<file path="config.mk">
export PLATFORM = sky130hd
export DESIGN_NAME = bw_frame_sched
export DESIGN_NICKNAME = d
export VERILOG_FILES = /design/src/rtl/bw_frame_sched.sv
export SDC_FILE = /design/constraint.sdc
export NUM_CORES = 1
export LEC_CHECK = 0
export ABC_AREA = 0
export CORE_AREA = 3 3 72 74
export DETAILED_ROUTE_END_ITERATION = 6
export DIE_AREA = 0 0 75 77
export GPL_TIMING_DRIVEN = 0
export PLACE_DENSITY = 0.79
export SYNTH_ARGS = -nofsm -noshare
export SYNTH_HDL_FRONTEND = slang
export SYNTH_SLANG_ARGS = --single-unit
</file>
<file path="constraint.sdc">
create_clock -name gclk -period 2.2 [get_ports gclk]
set_input_delay 0.33 -clock gclk [delete_from_list [all_inputs] [get_ports gclk]]
set_output_delay 0.33 -clock gclk [all_outputs]
set_load 0.1 [all_outputs]
</file>
<file path="src/rtl/bw_frame_sched.sv">
// bw_frame_sched: walks a frame buffer and converts each RGB444 pixel in place
// to grayscale (nibble sum / 4, replicated to {g,g,g}). The single memory port
// is shared with the display fetch, which always wins arbitration.
// Optional feature: define BW_SCHED_THRESHOLD_EN to write a binary image
// (g >= THRESH -> 12'hFFF, else 12'h000) instead of {g,g,g}.
module bw_frame_sched #(
    parameter int ADDR_W       = 17,
    parameter int FRAME_PIXELS = 76800,
    parameter int THRESH       = 8
) (
    input  logic              gclk,
    input  logic              grst_n,
    input  logic              start,
    output logic              busy,
    output logic              done,
    input  logic              disp_req,
    input  logic [ADDR_W-1:0] disp_addr,
    output logic              disp_gnt,
    output logic              disp_valid,
    output logic [ADDR_W-1:0] mem_addr,
    output logic              mem_we,
    output logic [11:0]       mem_wdata,
    input  logic [11:0]       mem_rdata
);

    typedef enum logic [2:0] {S_IDLE, S_RD, S_WT, S_WR, S_DONE} state_t;

    localparam logic [ADDR_W-1:0] LAST = ADDR_W'(FRAME_PIXELS - 1);

    state_t            state;
    logic [ADDR_W-1:0] cnt;
    logic [11:0]       pix;
    logic [5:0]        sum;
    logic [3:0]        g;

    // Luma: nibble sum (max 45) fits in 6 bits; divide by 4 by dropping two LSBs
    assign sum = {2'b00, pix[11:8]} + {2'b00, pix[7:4]} + {2'b00, pix[3:0]};
    assign g   = 4'(sum >> 2);

`ifdef BW_SCHED_THRESHOLD_EN
    localparam logic [3:0] THRESH_G = 4'(THRESH);
    assign mem_wdata = (g >= THRESH_G) ? 12'hFFF : 12'h000;
`else
    assign mem_wdata = {g, g, g};
`endif

    // Display owns the port whenever it asks; converter write is also
    // blocked while reset is asserted so a mid-frame reset never lands a write.
    assign disp_gnt = disp_req;
    assign mem_addr = disp_req ? disp_addr : cnt;
    assign mem_we   = grst_n && !disp_req && (state == S_WR);

    // Conversion sequencer: RD issues the read, WT captures data, WR writes back
    always_ff @(posedge gclk) begin
        if (!grst_n) begin
            state <= S_IDLE;
            cnt   <= '0;
            pix   <= '0;
            busy  <= 1'b0;
            done  <= 1'b0;
        end else begin
            case (state)
                S_IDLE: begin
                    if (start) begin
                        cnt   <= '0;
                        busy  <= 1'b1;
                        state <= S_RD;
                    end
                end
                S_RD: begin
                    if (!disp_req) state <= S_WT;
                end
                S_WT: begin
                    // rdata holds the read issued in RD, even if display was granted now
                    pix   <= mem_rdata;
                    state <= S_WR;
                end
                S_WR: begin
                    if (!disp_req) begin
                        if (cnt == LAST) begin
                            done  <= 1'b1;
                            state <= S_DONE;
                        end else begin
                            cnt   <= cnt + 1'b1;
                            state <= S_RD;
                        end
                    end
                end
                S_DONE: begin
                    done  <= 1'b0;
                    busy  <= 1'b0;
                    state <= S_IDLE;
                end
                default: state <= S_IDLE;
            endcase
        end
    end

    // Display data qualifier: grant delayed to line up with synchronous read data
    always_ff @(posedge gclk) begin
        if (!grst_n) disp_valid <= 1'b0;
        else         disp_valid <= disp_gnt;
    end

endmodule

</file>
==> impl_metrics.csv <==
group,metric,value,unit
status,status,"finished, violations left",
status,violations,"setup timing",
power_and_ir_drop,power.switching,0.602,mW
placed_design,portBuffers,65,
synth,synth_edf_count,0,
sta,hold_viol_final,0,
setup_path,rrSetupSlack,0.14,ns
global_route,grt_pass1_vias,2064,
power_and_ir_drop,vdd_drop_max,0.000372,V
sta,fin_ws,-0.517,ns
synth,synth.area.top_cells,"dfxtp_1, mux2_2, nor2_1",
route,wire_per_inst,14.4,um
sta,drv_slew,0,
synth,yosys.area.top_type,"dfxtp_1",
floorplan,fp.dieW,75,um
power_and_ir_drop,power_density,527,nW/um^2
setup_path,end_kind,"output port",
setup_path,critPathMaxFanout,3,
clock_network,cts.reportedPaths.clkPinSlew,0.07,ns
clock_network,postCtsHoldBufs,0,
clock_network,cts.path.max_buffers,2,
sta,fin_crit_sh,123,%
route,wl,5560,um
synth,synthAdderAreaFrac,6.09,%
synth,synth_compound_area_share,15.2,%
cells_and_area,instances_no_fill,385,
sta,period_needed,2.72,ns
setup_path,cp-start-kind,"register",
floorplan,core_region_area,4660,sq um
synth,synth_mux_area_share,11.7,%
placed_design,gp_congestion,0.842,
power_and_ir_drop,power_frac_clock,25.5,%
route,drcViolationCount,0,
setup_path,critPathKind,"register to output port",
clock_network,cts_tree,"built",
cells_and_area,final_cell_mix,"clkdlybuf4s50_1, nor2_1, dfxtp_1, nand2_1, a21oi_1",
cells_and_area,syn_to_final_growth,48.2,%
synth,syn_area,2140,sq um
route,vias,2090,
placed_design,dp_hpwl,4070,um
cells_and_area,drive_above_1_share,30.5,%
synth,ys_seq_area_share,32.8,%
power_and_ir_drop,seqPwrFrac,39.3,%
synth,synth_top_area_share,32.8,%
synth,yosys_warnings,0,
floorplan,num_rows,25,
placed_design,place_inst,377,
power_and_ir_drop,p_sw_share,36.1,%
route,drt_iter0_drc,128,
cells_and_area,final_common_cell,"clkdlybuf4s50_1",
sta,relSlewSlack,34.8,%
synth,synth_cells,258,
route,vias_per_cell,5.43,
synth,ys_types,46,
synth,synth_top_family_by_area,"simple AND/OR/NAND/NOR gates",
cells_and_area,multi_input_area,1330,sq um
setup_path,worstPathArrival,2.39,ns
cells_and_area,fillerInstances,387,
power_and_ir_drop,p_leak,1.23,nW
hold_path,holdCritPathClass,"input pin to register",
global_route,grt.overflow.total,0,
floorplan,dieArea,5780,sq um
setup_path,required,1.87,ns
sta,fmax,0.368,GHz
clock_network,cts_buffers,5,
job,cap_violations,0,
sta,skew,0.00942,ns
clock_network,ctsRootBufferMaster,"clkbuf_8",
floorplan,io-pin-count,67,
synth,synth_ff_type,"dfxtp_1",
synth,async_reset_ff_share,0,%
synth,avgSynthCellArea,8.28,sq um
placed_design,pre_cts_ws,-1.28,ns
clock_network,h-tree-depth,2,
cells_and_area,diodes,0,
synth,synth_simple_gate_area_share,23.8,%
global_route,antenna_found_initial,0,
global_route,grt_pass1_wl,9320,um
floorplan,initial_core_util,45.8,%
sta,worstMarginPinSlew,0.975,ns
synth,synthXorXnorAreaFrac,0.820,%
power_and_ir_drop,p_comb_share,35.2,%
route,drtAntennaViolNets,0,
sta,rsz0062_at_grt,"true",
global_route,track_usage,20.4,%
route,dr.pass1.iters,5,
synth,ys_ff_latch,35,
clock_network,clock_latency,0.29,ns
sta,setup_violations,12,
synth,synth_nets,299,
cells_and_area,final_net_count,373,
floorplan,die_h,77,um
cells_and_area,regArea,703,sq um
clock_network,cts_sinks,35,
global_route,grt_max_degree,11,
power_and_ir_drop,internal-power,1.06,mW
## timing repair
item                       4_1_cts  5_1_grt
buffers inserted                 2        1
setup endpoints to repair       31       29
resized for setup              194       21
pin swaps                        1        1
## registers in the layout (all words and copies together) (netlist names)
signal      cells
done            1
pix            12
state           3
cnt            17
busy            1
disp_valid      1
## path summary, 6_finish.rpt
| check | start | endpoint | cells after the start |
|---|---|---|---|
| setup / recovery | pix[10]$_SDFFE_PN0P_ | mem_wdata[6] | 7 |
| hold / removal | grst_n | cnt[16]$_SDFFE_PN0P_ | 3 |
| setup reg to reg | cnt[0]$_SDFFE_PN0P_ | cnt[16]$_SDFFE_PN0P_ | 6 |
| hold reg to reg | busy$_SDFFE_PN0P_ | busy$_SDFFE_PN0P_ | 2 |
## layer usage
layer	up-vias	global-route usage [%]	share of wire, %
met5	-	0	0
met4	0	8.36	1.4
met3	9	4.06	6.2
met2	73	32.1	49
met1	965	26.9	43
li1	1043	-	-
## critical path, cell delays in order, from the launching register on
cell and delay [ns]:
dfxtp_2 0.33, fa_1 0.57, ha_1 0.25, a21o_1 0.22, a21oi_4 0.18, xor2_4 0.25
buf_12 0.14, buf_12 0.16
## metrics by stage
step | power (mW) | hold slack (ns) | TNS, ns | instance area (sq um) | util (%)
5_1_grt | 1.72 | 0.474 | -6.00 | 3160 | 67.9
3_3_place_gp | 1.22 | 0.460 | -30.35 | 3020 | 64.8
4_1_cts | 1.67 | 0.484 | -4.89 | 3200 | 68.6
2_1_floorplan | 1.08 | 0.442 | -4.35 | 2300 | -
3_5_place_dp | 1.22 | 0.465 | -30.73 | 3020 | 64.8
6_report | 1.67 | 0.451 | -4.97 | 3160 | 67.9
## logic make-up (layout without fill, tap and decap cells)
| logic type | after synthesis | after routing |
|---|---|---|
| flops | 35 | 35 |
| fa+ha+maj | 8 | 8 |
| xor+xnor | 2 | 2 |
| compound gates | 53 | 53 |
| simple gates | 99 | 99 |
| buf+inv | 38 | 111 |
| mux | 23 | 23 |
## area by class of cell
class | count | share of cell area (%)
multi-input combinational | 185 | 42.0
inverter | 14 | 1.78
timing repair buffer | 68 | 22.4
clock buffer | 6 | 2.29
tap | 54 | 2.14
sequential | 35 | 22.2
buffer | 23 | 7.20
## power by group through the flow
stage | Sequential, mW | Clock [mW] | Combinational, mW
after floorplan | 0.687 | 0 | 0.390
after global routing | 0.656 | 0.453 | 0.616
final | 0.654 | 0.426 | 0.586
after CTS | 0.654 | 0.434 | 0.587
after detailed placement | 0.668 | 0 | 0.556
after global placement | 0.668 | 0 | 0.552
## Yosys cell counts (2+ instances only)
cell type and number:
dfxtp_1 35, ha_1 4, and3_1 2, nand2_1 21
nor3_2 2, mux2_2 16, nor2_1 36, a21oi_1 22
inv_1 14, nor3_1 6, buf_2 3, mux2i_1 7
and3_4 2, fa_1 4, o41ai_1 2, a21o_1 2
buf_4 11, nand3_1 8, nand4b_1 2, and2_1 3
nand3b_1 2, o21ai_1 2, nand2b_1 2, buf_6 2
nor3b_1 2, o221a_1 2, a31oi_1 4, o221a_2 2
or2_2 2, o211ai_1 4, clkbuf_1 7, o21ai_0 11
(Power assumes the default switching activity.)
